$ cat config.mk
export PLATFORM = sky130hd
export DESIGN_NAME = freq_smoother
export DESIGN_NICKNAME = d
export VERILOG_FILES = /design/src/rtl/freq_smoother.sv
export SDC_FILE = /design/constraint.sdc
export NUM_CORES = 1
export LEC_CHECK = 0
export ABC_CLOCK_PERIOD_IN_PS = 13000
export CAP_MARGIN = 20
export CORE_ASPECT_RATIO = 0.7
export CORE_MARGIN = 5
export CORE_UTILIZATION = 43
export DETAILED_ROUTE_END_ITERATION = 10
export GPL_ROUTABILITY_DRIVEN = 0
export PLACE_DENSITY_LB_ADDON = 0.2
export SKIP_LAST_GASP = 1
export SLEW_MARGIN = 5
export SYNTH_ARGS = -nofsm -noshare
export SYNTH_HDL_FRONTEND = slang
export SYNTH_SLANG_ARGS = --single-unit
$ cat constraint.sdc
create_clock -name clk -period 13 [get_ports clk]
set_input_delay 3.25 -clock clk [delete_from_list [all_inputs] [get_ports clk]]
set_output_delay 3.25 -clock clk [all_outputs]
set_load 0.05 [all_outputs]
$ cat src/rtl/freq_smoother.sv
// freq_smoother: moving-average frequency filter with hysteresis and LCD-busy aware update strobe
module freq_smoother #(
  parameter int              WIDTH      = 16,
  parameter int              LOG2_DEPTH = 2,
  parameter int              HYST       = 2,
  parameter logic [23:0]     TIMEOUT    = 24'd5_000_000
) (
  input  logic             clk,
  input  logic             reset,
  input  logic [WIDTH-1:0] freq_in,
  input  logic             freq_valid,
  input  logic             lcd_busy,
  output logic [WIDTH-1:0] freq_out,
  output logic             update,
  output logic             filled
);
  localparam int                  DEPTH   = 1 << LOG2_DEPTH;
  localparam int                  SW      = WIDTH + LOG2_DEPTH;
  localparam logic [LOG2_DEPTH:0] C_DEPTH = (LOG2_DEPTH+1)'(DEPTH);
  localparam logic [WIDTH-1:0]    C_HYST  = WIDTH'(HYST);

  typedef enum logic [2:0] {IDLE, SUM, CMP, WAIT, EMIT} state_t;

  state_t                r_state, w_next;
  logic [WIDTH-1:0]      r_buf [DEPTH];
  logic [SW-1:0]         r_sum;
  logic [LOG2_DEPTH:0]   r_count;
  logic [LOG2_DEPTH-1:0] r_wr;
  logic [WIDTH-1:0]      r_samp, r_skid_val, r_shown, r_pend_val, r_freq_out;
  logic                  r_skid_full, r_pend, r_filled;
  logic [23:0]           r_tmo;

  logic                  w_tmo, w_valid, w_accept, w_take, w_full, w_zero, w_has, w_trig, w_pend_any;
  logic [WIDTH-1:0]      w_din, w_take_val, w_avg, w_target, w_diff, w_pend_nxt;

  // Silence injection only runs while something non-zero is displayed; a real strobe beats it.
  assign w_tmo      = !freq_valid && r_shown != '0 && r_tmo == TIMEOUT - 24'd1;
  assign w_valid    = freq_valid || w_tmo;
  assign w_din      = freq_valid ? freq_in : '0;
  assign w_accept   = r_state == IDLE || (r_state == WAIT && lcd_busy);
  assign w_take     = w_accept && (r_skid_full || w_valid);
  assign w_take_val = r_skid_full ? r_skid_val : w_din;
  assign w_full     = r_count == C_DEPTH;
  assign w_zero     = r_samp == '0;
  assign w_avg      = r_sum[SW-1:LOG2_DEPTH];
  assign w_target   = w_zero ? '0 : w_avg;
  assign w_has      = w_zero || w_full;
  assign w_diff     = w_target >= r_shown ? w_target - r_shown : r_shown - w_target;
  assign w_trig     = w_has && (w_diff > C_HYST || (w_target == '0 && r_shown != '0));
  assign w_pend_any = (r_state == CMP && w_trig) || r_pend;
  assign w_pend_nxt = (r_state == CMP && w_trig) ? w_target : r_pend_val;
  assign update     = r_state == EMIT && !lcd_busy;
  assign freq_out   = r_freq_out;
  assign filled     = r_filled;

  // Next-state: a busy LCD parks a pending value in WAIT, which can still absorb samples.
  always_comb begin
    w_next = r_state;
    case (r_state)
      IDLE:    w_next = w_take ? SUM : IDLE;
      SUM:     w_next = CMP;
      CMP:     w_next = w_pend_any ? (lcd_busy ? WAIT : EMIT) : IDLE;
      WAIT:    w_next = !lcd_busy ? EMIT : (w_take ? SUM : WAIT);
      EMIT:    w_next = lcd_busy ? WAIT : IDLE;
      default: w_next = IDLE;
    endcase
  end

  // Sample window storage; contents are irrelevant until count says they are valid.
  always_ff @(posedge clk) begin
    if (r_state == SUM && !w_zero) r_buf[r_wr] <= r_samp;
  end

  // Control, running sum, skid, hysteresis bookkeeping and timeout counter.
  always_ff @(posedge clk) begin
    if (!reset) begin
      r_state     <= IDLE;
      r_sum       <= '0;
      r_count     <= '0;
      r_wr        <= '0;
      r_samp      <= '0;
      r_skid_full <= 1'b0;
      r_skid_val  <= '0;
      r_shown     <= '0;
      r_pend      <= 1'b0;
      r_pend_val  <= '0;
      r_freq_out  <= '0;
      r_filled    <= 1'b0;
      r_tmo       <= '0;
    end else begin
      r_state <= w_next;
      r_tmo   <= (freq_valid || w_tmo || r_shown == '0) ? '0 : r_tmo + 24'd1;
      if (w_valid) r_skid_val <= w_din;
      r_skid_full <= w_accept ? (r_skid_full && w_valid) : (r_skid_full || w_valid);
      if (w_take) r_samp <= w_take_val;
      if (r_state == SUM) begin
        if (w_zero) begin
          r_sum    <= '0;
          r_count  <= '0;
          r_wr     <= '0;
          r_filled <= 1'b0;
        end else begin
          r_sum    <= r_sum + SW'(r_samp) - (w_full ? SW'(r_buf[r_wr]) : '0);
          r_wr     <= r_wr + 1'b1;
          r_count  <= w_full ? r_count : r_count + 1'b1;
          r_filled <= w_full || r_count == C_DEPTH - 1'b1;
        end
      end
      if (r_state == CMP) begin
        r_pend     <= w_pend_any;
        r_pend_val <= w_pend_nxt;
      end
      if ((r_state == CMP || r_state == WAIT) && w_next == EMIT) r_freq_out <= w_pend_nxt;
      if (update) begin
        r_shown <= r_pend_val;
        r_pend  <= 1'b0;
      end
    end
  end
endmodule

**After elaboration in Yosys (flattened, before gate mapping)**

Memory sizes are Yosys's and may differ from the RTL's. A register that Yosys moved wholly into a read port is not among the register bits.
Cells that the tools add are included.

- Register bits after elaboration: 133
- Bits in writable memories: 64
- Input bits: 20
- Output and inout bits: 18
- Memories kept: 1

Memories:

| name | words | width | read ports | clocked after Yosys merged registers in | write ports | RTL line | RTL |
|---|---|---|---|---|---|---|---|
| r_buf | 4 | 16 | 1 | 1 | 1 | 25 | `logic [WIDTH-1:0] r_buf [DEPTH];` |

- $add $sub $neg: 7
- $lt $le $gt $ge: 2
- Equal/unequal tests: 9
- Muxes and demuxes: 23
- Bitwise gates (word level): 1
- Reductions and logical operators: 31

Operators with widths:

| cell | number |
|---|---|
| $mux 16 | 6 |
| $logic_not 16->1 | 3 |
| $sub 16x16->16 | 2 |
| $add 24x1->24 const B | 1 |
| $eq 24x23->1 const B | 1 |
| $add 18x16->18 | 1 |
| $mux 18 | 1 |
| $sub 18x16->18 | 1 |
| $ge 16x16->1 | 1 |
| $gt 16x2->1 const B | 1 |
| $reduce_bool 16->1 | 1 |
| $mux 3 | 5 |
| $pmux 3 s5 | 1 |
| $logic_and 1x1->1 | 11 |
| $mux 2 | 5 |
| $eq 3x2->1 const B | 3 |
| $eq 3x3->1 const B | 3 |
| $logic_or 1x1->1 | 9 |
| $mux 1 | 5 |
| $reduce_or 2->1 | 2 |
| $add 3x1->3 const B | 1 |
| $eq 3x1->1 const B | 1 |
| $logic_not 1->1 | 3 |
| $logic_not 3->1 | 1 |
| 4 further kinds | 4 |

**Logic depth before layout (Yosys ltp)**

Gate-level depths: netlist (run 1).

- Depth in word-level cells: 13
- Mapped depth: 19
- Mapped depth without buffers: 18

**Least setup slack after synthesis (run 1)**

OpenSTA, ideal clock, no wires.

- Kind: in2out
- Start point: input port lcd_busy
- End point: output port update
- Arrival: 4.592 ns
- Data required time: 9.750 ns
- Setup slack: 5.158 ns
- Stages: 4
- Cells stage by stage: or4_1 -> clkbuf_1 -> clkinv_1 -> buf_1

- Longest elaborated chain between the ends: 2

RTL lines:

| what | RTL line | RTL |
|---|---|---|
| start, declared | 12 | `input logic lcd_busy,` |
| $logic_not 1->1 | n/a |  |
| $logic_and 1x1->1 | 52 | `assign update = r_state == EMIT && !lcd_busy;` |
| end, declared | 14 | `output logic update,` |

Every way passes these cells.

**Final worst setup path (run 1)**

Ends and elaborated chain as after synthesis.

==> results of run 1 <==
-- per-layer routing --
metal	part of all wire	wire [um]	GRT usage
met1	0.53	13700	0.279
met2	0.42	10800	0.252
met3	0.049	1270	0.0355
met4	0.0071	184	0.0330
met5	0	0	0
-- registers in the layout, summed over array words and instances, names as in the netlist, 2 cells and up, named ones only --
signal      cells
r_wr            2
r_skid_val     16
r_count         3
r_tmo          24
r_sum          18
r_buf          64
r_state         3
r_shown        16
freq_out       16
r_samp         16
r_pend_val     16
-- worst max-delay path, delay by kind of cell --
kind          cells  cell delay, ns
buf+inv           4            1.76
simple gates      1            0.81
-- path summary, 6_finish.rpt --
kind | cells past startpoint | endpoint | slack, ns
worst max-delay path | 5 | update | 3.90
worst min-delay path | 2 | r_shown[13]$_SDFFE_PN0P_ | 0.47
worst max register to register | 16 | freq_out[13]$_SDFFE_PN0P_ | 7.29
worst min register to register | 2 | r_shown[13]$_SDFFE_PN0P_ | 0.47
-- cells by family after synthesis --
family / count (synthesis) / share of synthesized area
DFF: 199 / 0.411
and+or+nand+nor: 360 / 0.159
buffers and inverters: 180 / 0.0680
AOI/OAI and AO/OA: 269 / 0.178
xor gates and xnor gates: 44 / 0.0343
muxes: 40 / 0.0534
adders and majority gates: 76 / 0.0964
-- Yosys cell counts, types with 4 or more instances --
| library cell | instances |
|---|---|
| sky130_fd_sc_hd__a21oi_2 | 12 |
| sky130_fd_sc_hd__a21o_1 | 18 |
| sky130_fd_sc_hd__o211ai_1 | 18 |
| sky130_fd_sc_hd__inv_1 | 119 |
| sky130_fd_sc_hd__o21a_1 | 7 |
| sky130_fd_sc_hd__edfxtp_1 | 64 |
| sky130_fd_sc_hd__a22oi_1 | 10 |
| sky130_fd_sc_hd__fa_1 | 18 |
| sky130_fd_sc_hd__nand3b_1 | 4 |
| sky130_fd_sc_hd__nand2_1 | 138 |
| sky130_fd_sc_hd__mux4_2 | 16 |
| sky130_fd_sc_hd__nand3_1 | 28 |
| sky130_fd_sc_hd__a21boi_0 | 40 |
| sky130_fd_sc_hd__a211oi_1 | 9 |
| sky130_fd_sc_hd__nor2_1 | 57 |
| sky130_fd_sc_hd__o21ai_0 | 22 |
| sky130_fd_sc_hd__and3_1 | 12 |
| sky130_fd_sc_hd__clkbuf_1 | 41 |
| sky130_fd_sc_hd__xor2_1 | 21 |
| sky130_fd_sc_hd__dfxtp_1 | 135 |
| sky130_fd_sc_hd__nand4_1 | 14 |
| sky130_fd_sc_hd__o31ai_1 | 27 |
| sky130_fd_sc_hd__o21bai_1 | 4 |
| sky130_fd_sc_hd__mux2i_1 | 24 |
| sky130_fd_sc_hd__buf_2 | 5 |
| sky130_fd_sc_hd__nor3_1 | 8 |
| sky130_fd_sc_hd__ha_1 | 57 |
| sky130_fd_sc_hd__a21oi_1 | 45 |
| sky130_fd_sc_hd__or3_1 | 5 |
| sky130_fd_sc_hd__nor4b_1 | 4 |
| sky130_fd_sc_hd__o211a_1 | 17 |
| sky130_fd_sc_hd__xnor2_1 | 23 |
| sky130_fd_sc_hd__and2_1 | 8 |
| sky130_fd_sc_hd__a32oi_1 | 4 |
| sky130_fd_sc_hd__buf_6 | 7 |
| sky130_fd_sc_hd__nor4_1 | 14 |
| sky130_fd_sc_hd__nor2b_1 | 45 |
-- power groups by stage --
| stage | Combinational [mW] | Clock [mW] | Sequential (mW) |
|---|---|---|---|
| floorplan | 0.811 | 0 | 0.721 |
| global placement | 0.998 | 0 | 0.741 |
| detailed placement | 1.00 | 0 | 0.741 |
| CTS | 1.01 | 0.588 | 0.727 |
| global route | 1.13 | 0.609 | 0.731 |
| finish | 1.02 | 0.574 | 0.726 |
-- final cells by class --
| cell class | count | area (um2) |
|---|---|---|
| Fill cell | 2474 | 13300 |
| Tap cell | 331 | 414 |
| Inverter | 120 | 450 |
| Timing Repair Buffer | 46 | 450 |
| Multi-Input combinational cell | 789 | 5860 |
| Clock inverter | 15 | 209 |
| Clock buffer | 17 | 425 |
| Sequential cell | 199 | 4620 |
-- through the flow --
stage | setup slack [ns] | cell area, um2 | util | hold slack (ns) | power (mW)
after floorplan | 5.16 | 11200 | - | 0.430 | 1.53
after global placement | 3.98 | 11800 | 0.457 | 0.449 | 1.74
after detailed placement | 3.93 | 11800 | 0.457 | 0.455 | 1.74
after CTS | 3.91 | 12400 | 0.482 | 0.465 | 2.32
after global routing | 3.82 | 12400 | 0.483 | 0.478 | 2.47
final | 3.90 | 12400 | 0.483 | 0.465 | 2.32
==> impl_metrics.csv, run 1 <==
group,metric,value,unit
power_and_ir_drop,share_comb_of_total_power,0.440,
global_routing,number_of_global_route_vias_before_repair,7868,
sta,period_share,0.700,
layout,mostFrequentLayoutCell,"sky130_fd_sc_hd__nand2_1",
layout,layout-area-overhead-vs-synth,10.6,%
logic_synthesis,synth_cell_type_count,85,
logic_synthesis,async_reset_ff_frac,0,
setup_path,crit_path_max_incr_delay,0.84,ns
sta,actual_transition_at_the_worst_max_transition_pin,1.05,ns
place,dpl.hpwl,18.6,mm
floorplanning,die_width,203,um
setup_path,worst_setup_path_startpoint,"lcd_busy",
setup_path,crit_path_start_kind,"input port",
setup_path,timing_worst_setup_path_type,"in2out",
logic_synthesis,synth_top_flop_cell,"sky130_fd_sc_hd__dfxtp_1",
power_and_ir_drop,clockPowerShare,0.247,
logic_synthesis,syn-mean-instance-area,9.63,um2
sta,hold_violations,0,
logic_synthesis,synth.top_cell.area_share,0.240,
clock_tree,numCtsBuffers,17,
sta,final_max_slew_viol_count,0,
route,detail_route.vias_per_cell,5.50,
power_and_ir_drop,p_sw,0.882,mW
clock_tree,worst_setup_hold_path_clk_slew,0.08,ns
global_routing,grt_first_pass_wirelength,42.4,mm
route,remaining_drc_errors,0,
route,number_of_nets_still_failing_antenna_checks_after_routing,0,
clock_tree,h_tree_levels,4,
logic_synthesis,postSynthRegisterBits,199,
logic_synthesis,mappedNetlistNets,1263,
floorplanning,die_area,29500,um2
power_and_ir_drop,sw_frac_of_total,0.380,
global_routing,grt_antenna_before_repair,0,
clock_tree,tritoncts_num_sinks,199,
global_routing,grt_start_max_net_pins,96,
clock_tree,worst_skew_pair.late_latency,0.44,ns
sta,finalSetupViolCount,0,
floorplanning,die_y,145,um
clock_tree,cts_hold_buffers,0,
clock_tree,tritoncts,"built",
setup_path,critical_path.slowest_cell,"sky130_fd_sc_hd__clkdlybuf4s50_1",
logic_synthesis,post_synth_inst_count,1168,
sta,minimum_clock_period,9.10,ns
floorplanning,core_region_area,25700,um2
place,port-buffer-count,37,
logic_synthesis,synth.yosys.seq_area_share,0.411,
layout,layout.cells.most_common_list,"sky130_fd_sc_hd__nand2_1, sky130_fd_sc_hd__dfxtp_1, sky130_fd_sc_hd__inv_1, sky130_fd_sc_hd__edfxtp_1, sky130_fd_sc_hd__ha_1",
place,placed_cells_incl_taps,1484,
clock_tree,post_cts_buffers,0,
logic_synthesis,number_of_synthesized_flops_with_an_enable_pin,64,
setup_path,arrival,5.85,ns
route,drt_iter0_drc,625,
power_and_ir_drop,power_leakage,4.95,nW
layout,antenna_cells,0,
setup_path,cp_common_cell,"sky130_fd_sc_hd__clkdlybuf4s50_1",
min_path,worst_hold_startpoint,"r_pend_val[13]$_SDFFE_PN0P_",
power_and_ir_drop,ir_drop,0.104,mV
clock_tree,post_cts_resized,0,
setup_path,reg2reg_from,"r_samp[15]$_SDFFE_PN0P_",
setup_path,endpoint_kind,"output pin",
logic_synthesis,synthesis.area,11200,um2
clock_tree,cts-root-buf,"sky130_fd_sc_hd__clkbuf_16",
sta,grt_setup_unrepaired,"false",
sta,clock.fmax,110,MHz
power_and_ir_drop,p_int,1.44,mW
route,routedWlPerCell,17.1,um
status,outcome,"complete, no violations",
floorplanning,initial_core_util,0.437,
setup_path,crit_chain,"clkdlybuf4s50_1, or4_1, clkinv_1, buf_4, clkdlybuf4s50_1",
layout,final_layout_size_suffix_gt1_frac,0.0742,
route,postRouteWirelength,26.0,mm
route,via_count,8342,
power_and_ir_drop,powerDensity,187,nW/um2
logic_synthesis,ys_top_cells_by_area,"sky130_fd_sc_hd__dfxtp_1, sky130_fd_sc_hd__edfxtp_1, sky130_fd_sc_hd__ha_1",
sta,fin_tns_setup,0,ns
global_routing,global_route_total_usage_across_every_layer,0.177,
logic_synthesis,yosys.area.top_type,"sky130_fd_sc_hd__dfxtp_1",
global_routing,grt_overflow_total,0,
floorplanning,floorplan_row_count,49,
sta,clock_skew,0.0124,ns
clock_tree,clockBufferDepth,2,
setup_path,data_required_time_at_the_worst_endpoint,9.75,ns
sta,timing.slew.headroom,0.299,
power_and_ir_drop,pwr-share-seq,0.313,
route,detail_route.first_pass.iterations,5,
setup_path,critical_path.max_fanout,18,
layout,final_net_count,1268,
logic_synthesis,yosysWarnings,0,
flow_run,drv.max_cap_violation_count,0,
layout,filler_free_cell_count_of_the_finished_design,1517,
min_path,hold_wc_path_type,"reg2reg",
floorplanning,floorplan.io_pins,38,
No activity file was read; power rests on OpenSTA's default activity.
==> inputs of run 2 (changes only) <==
--- a/config.mk
+++ b/config.mk
@@ -5,7 +5,7 @@
 export SDC_FILE = /design/constraint.sdc
 export NUM_CORES = 1
 export LEC_CHECK = 0
-export ABC_CLOCK_PERIOD_IN_PS = 13000
+export ABC_CLOCK_PERIOD_IN_PS = 8560
 export CAP_MARGIN = 20
 export CORE_ASPECT_RATIO = 0.7
 export CORE_MARGIN = 5
==> constraint.sdc (replaced) <==
create_clock -name clk -period 8.56 [get_ports clk]
set_input_delay 2.14 -clock clk [delete_from_list [all_inputs] [get_ports clk]]
set_output_delay 2.14 -clock clk [all_outputs]
set_load 0.05 [all_outputs]
==> run 2 against run 1 <==
Against the previous run:
- register-to-register slack got worse by 5.0 ns
- sequential power rose by 52%
- critical path depth did not move
- total power rose by 49%
- largest cell class unchanged
- via count rose by 0.34%
- clock-buffer cell count did not move
- sequential cell count did not move
- routed wire length rose by 1.1%
- die area did not move
- clock power rose by 40%
- sequential share of layout area rose by 0.14 points
- highest routed layer unchanged
==> impl_metrics.csv, run 2 (same netlist as run 1, synthesis figures left out) <==
group,metric,value,unit
clock_tree,numCtsBuffers,17,
place,dp_worst_setup_slack,1.75,ns
floorplanning,initial_core_util,0.437,
layout,antenna_cells,0,
power_and_ir_drop,powerDensity,280,nW/um2
min_path,worst_hold_startpoint,"r_skid_val[9]$_SDFFE_PN0P_",
setup_path,endpoint_kind,"output pin",
floorplanning,die_y,145,um
floorplanning,core_region_area,25700,um2
clock_tree,post_cts_buffers,0,
sta,worst_hold_slack,0.465,ns
place,dpl.hpwl,18.9,mm
clock_tree,cts_hold_buffers,0,
sta,clock.fmax,146,MHz
floorplanning,floorplan_row_count,49,
clock_tree,tritoncts,"built",
status,outcome,"complete, no violations",
global_routing,global_route_total_usage_across_every_layer,0.179,
clock_tree,clockBufferDepth,2,
global_routing,number_of_global_route_vias_before_repair,7898,
clock_tree,post_cts_resized,0,
global_routing,grt_overflow_total,0,
route,highest_layer_used_for_signal_routing,"met4",
sta,clock_skew,0.0139,ns
layout,final_net_count,1269,
setup_path,critical_path.max_fanout,18,
sta,final_max_slew_viol_count,0,
sta,fin_tns_setup,0,ns
route,wl_met3,1.21,mm
sta,timing.slew.headroom,0.317,
layout,layout.cells.most_common_list,"sky130_fd_sc_hd__nand2_1, sky130_fd_sc_hd__dfxtp_1, sky130_fd_sc_hd__inv_1, sky130_fd_sc_hd__edfxtp_1, sky130_fd_sc_hd__ha_1",
setup_path,cp_common_cell,"sky130_fd_sc_hd__clkdlybuf4s50_1",
layout,seq_cell_area,4620,um2
power_and_ir_drop,power_leakage,4.93,nW
setup_path,crit_path_start_kind,"input port",
layout,final_layout_size_suffix_gt1_frac,0.0750,
setup_path,data_required_time_at_the_worst_endpoint,6.42,ns
global_routing,grt_antenna_before_repair,0,
clock_tree,worst_skew_pair.late_latency,0.45,ns
route,detail_route.vias_per_cell,5.51,
floorplanning,die_area,29500,um2
sta,grt_setup_unrepaired,"false",
setup_path,worst_setup_path_startpoint,"lcd_busy",
route,detail_route.first_pass.iterations,5,
setup_path,timing_worst_setup_path_type,"in2out",
global_routing,grt_first_pass_wirelength,43.0,mm
layout,layout-area-overhead-vs-synth,10.1,%
route,wl_met2,10.9,mm
layout,mostFrequentLayoutCell,"sky130_fd_sc_hd__nand2_1",
layout,layout_top_registers,"r_buf (64), r_tmo (24), r_sum (18)",
route,remaining_drc_errors,0,
sta,finalSetupViolCount,0,
route,postRouteWirelength,26.3,mm
clock_tree,cts-root-buf,"sky130_fd_sc_hd__clkbuf_16",
layout,largest_reg_flops,64,
route,wirelength_met1,14.0,mm
layout,multiInputGateArea,5860,um2
route,drt_iter0_drc,585,
clock_tree,tritoncts_num_sinks,199,
layout,top_register,"r_buf",
sta,minimum_clock_period,6.85,ns
min_path,hold_wc_path_type,"reg2reg",
floorplanning,floorplan.io_pins,38,
sta,hold_violations,0,
power_and_ir_drop,ir_drop,0.157,mV
place,port-buffer-count,37,
sta,period_share,0.800,
sta,timing.final.ws_setup,1.71,ns
setup_path,arrival,4.71,ns
clock_tree,worst_setup_hold_path_clk_slew,0.08,ns
setup_path,crit_chain,"clkdlybuf4s50_1, or4_1, clkinv_1, buf_4, clkdlybuf4s50_1",
flow_run,drv.max_cap_violation_count,0,
clock_tree,h_tree_levels,4,
route,routedWlPerCell,17.3,um
setup_path,critical_path.slowest_cell,"sky130_fd_sc_hd__clkdlybuf4s50_1",
global_routing,grt_start_max_net_pins,85,
route,via_count,8370,
route,number_of_nets_still_failing_antenna_checks_after_routing,0,
sta,actual_transition_at_the_worst_max_transition_pin,1.02,ns
layout,fill_count,2489,
setup_path,reg2reg_from,"r_samp[15]$_SDFFE_PN0P_",
setup_path,crit_path_max_incr_delay,0.84,ns
floorplanning,die_width,203,um
## run 2: metal layers
layer	track usage	vias up
li1	-	4127
met1	0.287	4070
met2	0.251	165
met3	0.0332	8
met4	0.0324	0
met5	0	-
## run 2: worst paths after layout
path | endpoint | slack (ns) | cells past startpoint
max reg2reg | freq_out[13]$_SDFFE_PN0P_ | 2.26 | 15
min | r_skid_val[9]$_SDFFE_PN0P_ | 0.46 | 2
max | update | 1.71 | 5
min reg2reg | r_skid_val[9]$_SDFFE_PN0P_ | 0.46 | 2
## run 2: area by class of cell
| class | instances | area share |
|---|---|---|
| multi-input combinational | 789 | 0.473 |
| sequential | 199 | 0.373 |
| inverter | 120 | 0.0364 |
| timing repair buffer | 47 | 0.0362 |
| clock buffer | 17 | 0.0343 |
| tap | 331 | 0.0334 |
| clock inverter | 15 | 0.0133 |
## run 2: per-stage QoR
stage / instances / utilization / total power [mW] / area [um2]
after CTS: 1517 / 0.480 / 3.47 / 12400
final: 1518 / 0.481 / 3.47 / 12400
after global routing: 1518 / 0.481 / 3.69 / 12400
after detailed placement: 1485 / 0.457 / 2.66 / 11800
after global placement: 1485 / 0.457 / 2.65 / 11800
after floorplan: 1168 / - / 2.33 / 11200
## run 2: power breakdown
part	internal (mW)	switching, mW
sequential	1.03	0.0667
combinational	0.679	0.886
clock	0.413	0.390
## run 2: worst max-delay path, delay by kind of cell
family        cells  cell delay, ns
simple gates      1            0.81
buf+inv           4            1.75
==> inputs of run 3 (changes only) <==
--- a/config.mk
+++ b/config.mk
@@ -5,7 +5,7 @@
 export SDC_FILE = /design/constraint.sdc
 export NUM_CORES = 1
 export LEC_CHECK = 0
-export ABC_CLOCK_PERIOD_IN_PS = 8560
+export ABC_CLOCK_PERIOD_IN_PS = 6300
 export CAP_MARGIN = 20
 export CORE_ASPECT_RATIO = 0.7
 export CORE_MARGIN = 5
==> constraint.sdc (replaced) <==
create_clock -name clk -period 6.3 [get_ports clk]
set_input_delay 1.575 -clock clk [delete_from_list [all_inputs] [get_ports clk]]
set_output_delay 1.575 -clock clk [all_outputs]
set_load 0.05 [all_outputs]
==> run 3 against run 2 <==
Against the previous run:
- via count grew 0.39%
- utilization rose by 0.088 points
- total power is 36% higher
- final cell count rose by 0.26%
- non-clock buffer count rose by 4
- sequential power increased by 36%
- clock power up 34%
==> impl_metrics.csv, run 3 (same netlist as run 1, synthesis figures left out) <==
group,metric,value,unit
status,outcome,"complete, no violations",
clock_tree,cts_hold_buffers,0,
clock_tree,worst_setup_hold_path_clk_slew,0.08,ns
sta,hold_violations,0,
global_routing,grt_first_pass_wirelength,43.7,mm
floorplanning,die_width,203,um
floorplanning,initial_core_util,0.437,
setup_path,crit_path_max_incr_delay,0.87,ns
global_routing,grt_overflow_total,0,
setup_path,critical_path.max_fanout,35,
route,postRouteWirelength,27.3,mm
route,detail_route.first_pass.iterations,5,
floorplanning,floorplan_row_count,49,
clock_tree,clockBufferDepth,2,
place,dpl.hpwl,19.5,mm
sta,fin_tns_setup,0,ns
layout,final_net_count,1273,
sta,period_share,0.832,
min_path,worstHoldEndpoint,"r_tmo[0]$_SDFF_PP0_",
layout,layout-area-overhead-vs-synth,10.3,%
setup_path,setup.reg_to_reg.worst_slack,1.06,ns
layout,layout.cells.most_common_list,"sky130_fd_sc_hd__nand2_1, sky130_fd_sc_hd__dfxtp_1, sky130_fd_sc_hd__inv_1, sky130_fd_sc_hd__edfxtp_1, sky130_fd_sc_hd__ha_1",
layout,layout_top_registers,"r_buf (64), r_tmo (24), r_sum (18)",
clock_tree,tritoncts_num_sinks,199,
route,via_count,8403,
floorplanning,die_y,145,um
min_path,number_of_cells_on_the_worst_hold_path,1,
floorplanning,core_region_area,25700,um2
setup_path,worst_setup_path_startpoint,"r_samp[7]$_SDFFE_PN0P_",
setup_path,arrival,5.53,ns
power_and_ir_drop,ir_drop,0.204,mV
place,port-buffer-count,37,
setup_path,reg2reg_from,"r_samp[7]$_SDFFE_PN0P_",
route,remaining_drc_errors,0,
clock_tree,post_cts_resized,0,
min_path,hold_wc_path_type,"reg2reg",
clock_tree,cts-root-buf,"sky130_fd_sc_hd__clkbuf_16",
sta,clock_skew,0.0159,ns
floorplanning,die_area,29500,um2
layout,top_register,"r_buf",
floorplanning,floorplan.io_pins,38,
sta,actual_transition_at_the_worst_max_transition_pin,1.07,ns
route,number_of_nets_still_failing_antenna_checks_after_routing,0,
global_routing,global_route_total_usage_across_every_layer,0.183,
clock_tree,post_cts_buffers,0,
sta,final_max_slew_viol_count,0,
route,routedWlPerCell,17.9,um
sta,clock.fmax,191,MHz
min_path,worst_hold_startpoint,"r_tmo[0]$_SDFF_PP0_",
setup_path,worstReg2RegEnd,"freq_out[5]$_SDFFE_PN0P_",
setup_path,timing_worst_setup_path_type,"reg2reg",
power_and_ir_drop,powerDensity,380,nW/um2
sta,timing.final.ws_setup,1.06,ns
power_and_ir_drop,power_leakage,4.95,nW
global_routing,number_of_global_route_vias_before_repair,7838,
global_routing,grt_antenna_before_repair,0,
flow_run,drv.max_cap_violation_count,0,
sta,grt_setup_unrepaired,"false",
layout,largest_reg_flops,64,
power_and_ir_drop,totalPowerFinal,4.72,mW
setup_path,crit_path_start_kind,"flip-flop",
layout,antenna_cells,0,
global_routing,grt_start_max_net_pins,83,
setup_path,r2r_depth,17,
clock_tree,tritoncts,"built",
layout,final_layout_size_suffix_gt1_frac,0.0764,
sta,minimum_clock_period,5.24,ns
layout,mostFrequentLayoutCell,"sky130_fd_sc_hd__nand2_1",
clock_tree,worst_skew_pair.late_latency,0.45,ns
sta,finalSetupViolCount,0,
route,drt_iter0_drc,664,
setup_path,critical_path.slowest_cell,"sky130_fd_sc_hd__or2_1",
setup_path,critPathTopFamily,"simple AND/OR/NAND/NOR gates",
layout,final_core_util,0.482,
setup_path,data_required_time_at_the_worst_endpoint,6.59,ns
sta,timing.slew.headroom,0.285,
route,detail_route.vias_per_cell,5.52,
setup_path,crit_chain,"nor4_1, nand4_1, buf_4, nand2_1, ha_1, inv_1, fa_1, a211oi_1, nor2_1, o41ai_1, o21a_1, a32oi_1, xnor2_1, and2_4, a2111oi_4, or2_1, a21oi_1",
clock_tree,numCtsBuffers,17,
clock_tree,h_tree_levels,4,
setup_path,path_buf_inv,2,
setup_path,endpoint_kind,"flip-flop",
place,dp_worst_setup_slack,1.09,ns
## run 3: cell type report
class                           instances  area, um2
Sequential cell                       199       4620
Fill cell                            2451      13300
Timing Repair Buffer                   51        488
Clock buffer                           19        454
Clock inverter                         13        119
Tap cell                              331        414
Multi-Input combinational cell        789       5860
Inverter                              120        450
## run 3: layer usage
metal	vias to the layer above	global-route usage	wire, um
met5	-	0	0
met4	0	0.0435	331
met3	25	0.0375	1320
met2	228	0.247	10900
met1	4019	0.296	14700
li1	4131	-	-
## run 3: worst reg2reg max path, stage by stage, from the launching register on
cell and delay [ns]:
sky130_fd_sc_hd__dfxtp_1 0.37, sky130_fd_sc_hd__nor4_1 0.37, sky130_fd_sc_hd__nand4_1 0.16, sky130_fd_sc_hd__buf_4 0.28, sky130_fd_sc_hd__nand2_1 0.14, sky130_fd_sc_hd__ha_1 0.17
sky130_fd_sc_hd__inv_1 0.05, sky130_fd_sc_hd__fa_1 0.42, sky130_fd_sc_hd__a211oi_1 0.39, sky130_fd_sc_hd__nor2_1 0.17, sky130_fd_sc_hd__o41ai_1 0.54, sky130_fd_sc_hd__o21a_1 0.19
sky130_fd_sc_hd__a32oi_1 0.07, sky130_fd_sc_hd__xnor2_1 0.15, sky130_fd_sc_hd__and2_4 0.19, sky130_fd_sc_hd__a2111oi_4 0.34, sky130_fd_sc_hd__or2_1 0.87, sky130_fd_sc_hd__a21oi_1 0.20
## run 3: worst max-delay path by stage
| stage | to | slack (ns) | cells past startpoint |
|---|---|---|---|
| 2_1_floorplan | r_sum[16]$_SDFFE_PN0N_ | 1.80 | 14 |
| 3_3_place_gp | update | 1.10 | 4 |
| 3_5_place_dp | update | 1.09 | 4 |
| 4_1_cts | update | 1.09 | 4 |
| 5_1_grt | freq_out[1]$_SDFFE_PN0P_ | 0.84 | 17 |
| 6_report | freq_out[5]$_SDFFE_PN0P_ | 1.06 | 17 |
## run 3: stage by stage
stage	cells	instance area (um2)	hold slack, ns
after floorplan	1168	11200	0.430
after global placement	1489	11800	0.447
after detailed placement	1489	11800	0.452
after CTS	1521	12400	0.468
after global routing	1522	12400	0.487
final	1522	12400	0.464
## run 3: power by group
group | switching [mW] | internal (mW)
combinational | 1.22 | 0.924
sequential | 0.0912 | 1.40
clock | 0.535 | 0.543
total | 1.85 | 2.87
